===== config.mk =====
export PLATFORM = sky130hd
export DESIGN_NAME = icache
export DESIGN_NICKNAME = d
export VERILOG_FILES = /design/src/rtl/icache_pkg.sv /design/src/rtl/icache_ram.sv /design/src/rtl/icache.sv
export SDC_FILE = /design/constraint.sdc
export NUM_CORES = 1
export LEC_CHECK = 0
export ABC_AREA = 1
export BUFFER_PORTS_ARGS = -buffer_cell sky130_fd_sc_hd__buf_4
export CAP_MARGIN = 20
export CORE_UTILIZATION = 56
export DETAILED_ROUTE_END_ITERATION = 16
export GPL_ROUTABILITY_DRIVEN = 0
export PLACE_DENSITY = 0.74
export SETUP_SLACK_MARGIN = 0.3
export SLEW_MARGIN = 25
export SYNTH_ARGS = -nofsm -noshare
export SYNTH_HDL_FRONTEND = slang
export SYNTH_SLANG_ARGS = --single-unit

===== constraint.sdc =====
create_clock -name clk -period 7.6 [get_ports clk]
set_input_delay 0.38 -clock clk [delete_from_list [all_inputs] [get_ports clk]]
set_output_delay 0.38 -clock clk [all_outputs]
set_load 0.02 [all_outputs]

===== src/rtl/icache_pkg.sv =====
// icache_pkg: shared widths, constants and FSM encoding for the instruction cache
package icache_pkg;
  localparam int INST_W = 32;
  localparam int ADDR_W = 32;
  localparam logic [INST_W-1:0] ZERO_WORD = '0;
  typedef logic [INST_W-1:0] inst_bus_t;
  typedef logic [ADDR_W-1:0] inst_addr_bus_t;
  typedef enum logic [1:0] {
    ICacheLookup = 2'd0,
    ICacheReq    = 2'd1,
    ICacheWait   = 2'd2
  } icache_state_t;
endpackage


===== src/rtl/icache_ram.sv =====
// icache_ram: valid/tag/data arrays with async indexed read, sync write and sync bulk valid clear
module icache_ram
  import icache_pkg::*;
#(
  parameter int ENTRIES = 16,
  parameter int TAG_W = 30 - $clog2(ENTRIES)
) (
  input  logic                       clk,
  input  logic                       rst,
  input  logic                       clr,
  input  logic [$clog2(ENTRIES)-1:0] rd_idx,
  output logic                       rd_valid,
  output logic [TAG_W-1:0]           rd_tag,
  output inst_bus_t                  rd_data,
  input  logic                       we,
  input  logic [$clog2(ENTRIES)-1:0] wr_idx,
  input  logic [TAG_W-1:0]           wr_tag,
  input  inst_bus_t                  wr_data
);
  logic [ENTRIES-1:0] valid;
  logic [TAG_W-1:0] tag_mem [ENTRIES];
  inst_bus_t data_mem [ENTRIES];
  assign rd_valid = valid[rd_idx];
  assign rd_tag = tag_mem[rd_idx];
  assign rd_data = data_mem[rd_idx];
  always_ff @(posedge clk) begin
    if (rst) valid <= '0;
    else begin
      if (clr) valid <= '0;
      if (we) valid[wr_idx] <= 1'b1;
    end
    if (we) begin
      tag_mem[wr_idx] <= wr_tag;
      data_mem[wr_idx] <= wr_data;
    end
  end
endmodule


===== src/rtl/icache.sv =====
// icache: direct-mapped one-word-per-line instruction cache with single-word refill FSM
module icache
  import icache_pkg::*;
#(
  parameter int ENTRIES = 16,
  parameter int TAG_W = 30 - $clog2(ENTRIES)
) (
  input  logic           clk,
  input  logic           rst,
  input  logic           romen,
  input  inst_addr_bus_t instaddr,
  output inst_bus_t      inst,
  output logic           stallreq,
  input  logic           flush,
  output logic           mem_req,
  output inst_addr_bus_t mem_addr,
  input  logic           mem_gnt,
  input  logic           mem_rvalid,
  input  inst_bus_t      mem_rdata
);
  localparam int IDX_W = $clog2(ENTRIES);
  icache_state_t state;
  logic [29:0] addr_q;
  logic rd_valid;
  logic [TAG_W-1:0] rd_tag;
  inst_bus_t rd_data;
  logic hit;
  logic lookup;
  logic unused_addr_lsb;
  assign unused_addr_lsb = ^instaddr[1:0];
  assign lookup = state == ICacheLookup;
  assign hit = rd_valid && rd_tag == instaddr[31:IDX_W+2];
  assign stallreq = !lookup || (romen && !hit);
  assign inst = (lookup && romen && hit) ? rd_data : ZERO_WORD;
  assign mem_req = state == ICacheReq;
  assign mem_addr = {addr_q, 2'b00};
  icache_ram #(.ENTRIES(ENTRIES), .TAG_W(TAG_W)) u_ram (
    .clk(clk),
    .rst(rst),
    .clr(flush),
    .rd_idx(instaddr[IDX_W+1:2]),
    .rd_valid(rd_valid),
    .rd_tag(rd_tag),
    .rd_data(rd_data),
    .we(state == ICacheWait && mem_rvalid),
    .wr_idx(addr_q[IDX_W-1:0]),
    .wr_tag(addr_q[29:IDX_W]),
    .wr_data(mem_rdata)
  );
  always_ff @(posedge clk) begin
    if (rst) begin
      state <= ICacheLookup;
      addr_q <= '0;
    end else if (lookup && romen && !hit) begin
      state <= ICacheReq;
      addr_q <= instaddr[31:2];
    end else if (state == ICacheReq && mem_gnt) state <= ICacheWait;
    else if (state == ICacheWait && mem_rvalid) state <= ICacheLookup;
  end
endmodule

==> flow_metrics.env, run 1 <==
export IMPL_status="finished clean"
export IMPL_cp_end_kind="primary output"
export IMPL_path_buf_inv=4
export IMPL_reg2reg_to="u_ram.data_mem[8][8]"
export IMPL_n_antenna_cell=0
export IMPL_fin_tns_setup_ps=0
export IMPL_grtUsageTotal_pct=27.3
export IMPL_cts_path_max_buffers=3
export IMPL_worstMarginPinSlew_ps=1110
export IMPL_synth_top_area_cell="edfxtp_1"
export IMPL_wl_um=98300
export IMPL_p_leak_uw=0.0163
export IMPL_path_delay_family="buffers and inverters"
export IMPL_grt_pass1_wl_um=147000
export IMPL_hold_viol_final=0
export IMPL_cts_resized=0
export IMPL_dieArea_mm2=0.0722
export IMPL_maxSlewViolCount=0
export IMPL_grt_overflow_total=0
export IMPL_first_pass_iters=8
export IMPL_cp_cell_sequence="clkbuf_8, buf_4, buf_4, nand2_1, nand3_1, nand3_1, nand3_1, nand3_1, nor2_1, nand3b_1, nor2_1, nand3_4, nor2_1, buf_4"
export IMPL_die_w_um=269
export IMPL_cts_clk_slew_worst_paths_ps=60
export IMPL_clock_latency_ps=670
export IMPL_port_buffers=131
export IMPL_grt_pass1_vias=24900
export IMPL_ys_seq_area_share_pct=72.4
export IMPL_vias_per_cell=5.95
export IMPL_max_freq_mhz=197
export IMPL_numCtsBuffers=95
export IMPL_cp_arrival_ps=4690
export IMPL_antenna_found_initial=1
export IMPL_synth_area_top_cells="edfxtp_1 70%, nand2_1 8.0%, a21oi_1 3.7%, nand3_1 3.4%, a221oi_1 2.6%"
export IMPL_dr_first_iter_drc_count=3323
export IMPL_stdcell_count=4437
export IMPL_cp_max_fo=79
export IMPL_wl_per_cell_um=22.2
export IMPL_clock_sinks=976
export IMPL_synth_top_cell_area_share_pct=70.0
export IMPL_async_flop_share_pct=0
export IMPL_row_count=97
export IMPL_die_y_um=269
export IMPL_irDropWorstVdd_v=0.000190
export IMPL_cts_tree="done"
export IMPL_min_to="u_ram.data_mem[11][6]"
export IMPL_hold_class="primary input to register"
export IMPL_synth_cell_types=35
export IMPL_synth_cells=3347
export IMPL_syn_area_mm2=0.0398
export IMPL_num_vias=26400
export IMPL_drtAntennaViolNets=0
export IMPL_cts_htree_levels=3
export IMPL_initial_core_util_pct=56.7
export IMPL_n_fill_cell=5162
export IMPL_grt_max_degree=227
export IMPL_min_period_ps=5070
export IMPL_max_stage_delay_ps=810
export IMPL_setup_viol=0
export IMPL_final_util_pct=63.9
export IMPL_setup_ws_ps=2530
export IMPL_rsz0062_at_grt="false"
export IMPL_dp_hpwl_um=46500
export IMPL_dp_cells=4234
export IMPL_drcViolationCount=0
export IMPL_relSlewSlack_pct=26.3
export IMPL_min_from="mem_rdata[6]"
export IMPL_crit_slowest_cell="buf_4"
export IMPL_regToRegSetupSlack_ps=4450
export IMPL_p_per_area_mw_per_mm2=257
export IMPL_pin_count=136
export IMPL_drive_gt1_share_pct=10.1
export IMPL_start_kind="primary input"
export IMPL_ff2ff_path_depth=5
export IMPL_root_buffer="clkbuf_16"
export IMPL_cap_viol_max_count=0
export IMPL_area_delta_synth_final_pct=12.6
export IMPL_core_area_mm2=0.0701
export IMPL_pre_cts_ws_ps=2200
export IMPL_path_common_cell="nand3_1"
export IMPL_fin_crit_sh_pct=66.7
export IMPL_syn_avg_cell_area_um2=11.9
export IMPL_yosys_warnings=0
export IMPL_synth_edf_count=928
export IMPL_whs_path_depth=1
export IMPL_synthFlopType="edfxtp_1"
export IMPL_skew_ps=33.2
export IMPL_worstPathRequired_ps=7220
export IMPL_nNetsFinal=3484
export IMPL_r2r_start="state[1]"
export IMPL_critical_path_class="primary input to primary output"
export IMPL_synth_seq_cells=976
[power by group]
group / internal, uW / switching, uW / total (uW)
Combinational: 211 / 487 / 699
Sequential: 5950 / 67.6 / 6020
Clock: 2850 / 1970 / 4830
[worst max path at each step]
stage,start,endpoint,slack [ps],cells past startpoint
finish,instaddr[3],inst[27],2530,14
global route,instaddr[2],inst[27],2250,16
CTS,instaddr[3],inst[8],2170,14
detailed placement,instaddr[3],inst[8],2200,14
global placement,instaddr[3],inst[31],2290,14
floorplan,addr_q[2],u_ram.data_mem[12][0],3830,4
[layer usage]
layer,GRT usage [%],wire (um),up-vias
li1,-,-,12000
met1,37.0,38900,12800
met2,45.0,47600,1335
met3,4.23,8540,212
met4,10.0,3260,2
met5,0,10,-
[area by class of cell]
type                    instances  area, um2  area share, %
flip-flops and latches        976      28800           64.3
multi-input cells            1982       9360           20.9
clock buffers                 136       2740           6.10
repair buffers                187       1550           3.45
well taps                     940       1180           2.62
inverters                     172        673           1.50
clock inverters                44        529           1.18
[per-stage QoR]
step	hold WS, ps	area, um2	total power (uW)
after floorplan	457	39800	6550
after global placement	469	41300	6790
after detailed placement	480	41300	6810
after CTS	1.07	44800	11600
after global routing	9.85	44800	11900
final	26.7	44800	11500
[registers in the layout, summed over array words and instances, names as in the netlist]
name and count:
addr_q 30, state 2, u_ram.data_mem 512, u_ram.tag_mem 416, u_ram.valid 16
[logic make-up (layout without fill, tap and decap cells)]
logic type	after synthesis	in the layout	share of synthesized area (%)
other	1	2	0.00942
DFF	976	976	72.4
AOI/OAI and AO/OA	568	568	8.68
buffers and inverters	390	539	4.44
and+or+nand+nor	1412	1412	14.5
[Yosys cell counts, types with 3 or more instances]
| master | number |
|---|---|
| buf_4 | 24 |
| dfxtp_1 | 48 |
| clkbuf_1 | 115 |
| buf_1 | 22 |
| buf_2 | 35 |
| o211ai_1 | 28 |
| a31oi_1 | 5 |
| nand3_1 | 268 |
| nand3_2 | 12 |
| o21ai_1 | 27 |
| nand4_1 | 5 |
| buf_6 | 22 |
| o31ai_1 | 31 |
| nand2_1 | 847 |
| a221oi_1 | 116 |
| or2_2 | 3 |
| inv_1 | 168 |
| edfxtp_1 | 928 |
| nor2_1 | 270 |
| o21ai_0 | 58 |
| o221ai_1 | 3 |
| a21oi_1 | 296 |
[cell usage in the layout (no fill, tap or decap), types with 2 or more instances in the layout]
master and n:
clkinv_8 2, clkbuf_16 98, conb_1 2, nand3_1 267
bufinv_16 10, a21oi_1 296, buf_12 3, inv_1 167
a31oi_1 5, nand3_2 12, o31ai_1 31, or2_2 3
clkbuf_1 24, clkbuf_8 15, clkinv_1 13, nor2_4 16
buf_6 5, nand2_1 847, edfxtp_1 928, o21ai_1 27
a221oi_1 116, clkinvlp_4 3, o221ai_1 3, dfxtp_1 48
a32oi_1 2, clkinv_2 14, o21ai_0 58, nor2_1 254
buf_4 155, dlygate4sd3_1 21, nor2_2 2, nand4_1 5
o211ai_1 28
[repair_timing]
item | CTS | global route
hold buffers | 21 | 0
buffers inserted | 0 | 0
endpoints found under the hold margin | 272 | 0
Note: power is estimated with default switching activity, not from simulation.
==> run 2: changes to the inputs <==
clock period = 5.1 ns   (was 7.6 ns; I/O delays follow)
==> flow_metrics.env, run 2 (synthesis results as in run 1) <==
export IMPL_cp_max_fo=131
export IMPL_grt_pass1_vias=25100
export IMPL_path_delay_family="buffers and inverters"
export IMPL_row_count=97
export IMPL_worstPathRequired_ps=4850
export IMPL_cp_cell_sequence="buf_8, buf_4, nor2_1, nor2_1, o21ai_0, nand3_1, nand3_1, nand3_1, nand4_1, nor2_1, nand3b_1, nor2_1, nand3_2, buf_4, nor2_1, buf_4"
export IMPL_path_buf_inv=4
export IMPL_p_per_area_mw_per_mm2=374
export IMPL_max_freq_mhz=227
export IMPL_irDropWorstVdd_v=0.000296
export IMPL_first_pass_iters=5
export IMPL_die_y_um=269
export IMPL_die_w_um=269
export IMPL_dp_hpwl_um=48000
export IMPL_fin_crit_sh_pct=86.5
export IMPL_final_util_pct=64.3
export IMPL_drtAntennaViolNets=0
export IMPL_cap_viol_max_count=0
export IMPL_final_cell_mix="928 x edfxtp_1, 847 x nand2_1, 296 x a21oi_1, 267 x nand3_1, 254 x nor2_1"
export IMPL_clock_latency_ps=660
export IMPL_drive_gt1_share_pct=10.0
export IMPL_critical_path_class="primary input to primary output"
export IMPL_cp_arrival_ps=4150
export IMPL_rsz0062_at_grt="false"
export IMPL_numCtsBuffers=94
export IMPL_cts_clk_slew_worst_paths_ps=60
export IMPL_antenna_found_initial=4
export IMPL_cts_resized=0
export IMPL_status="finished clean"
export IMPL_min_period_ps=4410
export IMPL_hold_class="primary input to register"
export IMPL_dr_first_iter_drc_count=2994
export IMPL_root_buffer="clkbuf_16"
export IMPL_area_delta_synth_final_pct=13.4
export IMPL_cts_tree="done"
export IMPL_pin_count=136
export IMPL_cts_path_max_buffers=3
export IMPL_relSlewSlack_pct=32.0
export IMPL_start_kind="primary input"
export IMPL_final_common_cell="edfxtp_1"
export IMPL_p_leak_uw=0.0165
export IMPL_cp_end_kind="primary output"
export IMPL_port_buffers=131
export IMPL_fin_tns_setup_ps=0
export IMPL_dieArea_mm2=0.0722
export IMPL_max_stage_delay_ps=740
export IMPL_grt_pass1_wl_um=148000
export IMPL_largest_register_ffs=512
export IMPL_wl_per_cell_um=22.0
export IMPL_vias_per_cell=5.91
export IMPL_worstMarginPinSlew_ps=1020
export IMPL_num_vias=26400
export IMPL_setup_viol=0
export IMPL_maxSlewViolCount=0
export IMPL_largest_register="u_ram.data_mem"
export IMPL_hold_viol_final=0
export IMPL_wl_um=98600
export IMPL_grtUsageTotal_pct=27.3
export IMPL_grt_max_degree=158
export IMPL_cts_htree_levels=3
export IMPL_fin_total_pwr_uw=16900
export IMPL_reg_top3="u_ram.data_mem: 512 flops, u_ram.tag_mem: 416 flops, addr_q: 30 flops"
export IMPL_drcViolationCount=0
export IMPL_clock_sinks=976
export IMPL_grt_overflow_total=0
export IMPL_crit_slowest_cell="buf_4"
export IMPL_worst_hold_slack_ps=35.0
export IMPL_nNetsFinal=3529
export IMPL_initial_core_util_pct=56.7
export IMPL_core_area_mm2=0.0701
export IMPL_skew_ps=27.2
export IMPL_path_common_cell="nor2_1"
==> run 2: changes by cell type in the layout (fill, tap and decap cells not counted), moves of 2 or more <==
cell           previous run  this run
clkinv_2                 14        17
clkbuf_8                 15         8
bufinv_16                10         8
diode_2                   0         2
buf_4                   155       161
buf_12                    3        14
clkbuf_1                 24        20
buf_6                     5         2
dlygate4sd3_1            21        54
clkbuf_16                98        96
clkinv_1                 13        18
==> run 2: worst reg2reg max path, delay by kind of cell (launching register included) <==
family / cells / cell delay, ps
and+or+nand+nor: 3 / 970
buffers and inverters: 2 / 1030
DFF: 1 / 400
==> run 2: layer usage <==
layer	vias up	GRT usage, %	part of all wire (%)	wire [um]
met2	1292	46.4	50	48900
met4	4	8.51	2.6	2570
met3	195	4.41	8.7	8590
met1	12800	36.1	39	38500
li1	12100	-	-	-
met5	-	0	0.027	27
==> run 2: cell type report <==
type | instances | area (um2)
flip-flops and latches | 976 | 28800
fillers | 5107 | 25000
multi-input cells | 1982 | 9350
clock buffers | 123 | 2570
repair buffers | 233 | 2080
well taps | 940 | 1180
inverters | 172 | 673
clock inverters | 48 | 453
diodes | 2 | 5.00
==> run 2: metrics by stage <==
| step | std cells | area [um2] | setup slack [ps] |
|---|---|---|---|
| 6_report | 4476 | 45100 | 691 |
| 5_1_grt | 4476 | 45100 | 338 |
| 4_1_cts | 4474 | 45100 | 688 |
| 3_5_place_dp | 4249 | 41600 | 706 |
| 3_3_place_gp | 4248 | 41500 | 765 |
| 2_1_floorplan | 3348 | 39800 | 1330 |
==> run 2: power breakdown <==
part | total [uW] | internal [uW] | switching [uW]
Sequential | 8970 | 8860 | 103
Combinational | 1070 | 335 | 734
Clock | 6860 | 3950 | 2910
==> run 2: worst paths after layout <==
check                        from               endpoint  slack (ps)  cells after the start
setup reg to reg         state[1]  u_ram.data_mem[6][31]        2290                      5
hold / removal       instaddr[12]             addr_q[10]          30                      5
setup / recovery      instaddr[2]               inst[27]         690                     16
hold reg to reg   u_ram.valid[13]        u_ram.valid[13]         490                      2
==> run 2: timing repair <==
item	in CTS	in global routing
hold endpoints to repair	549	0
hold buffers	54	0
endpoints found under the setup margin	0	0
buffers inserted	0	0
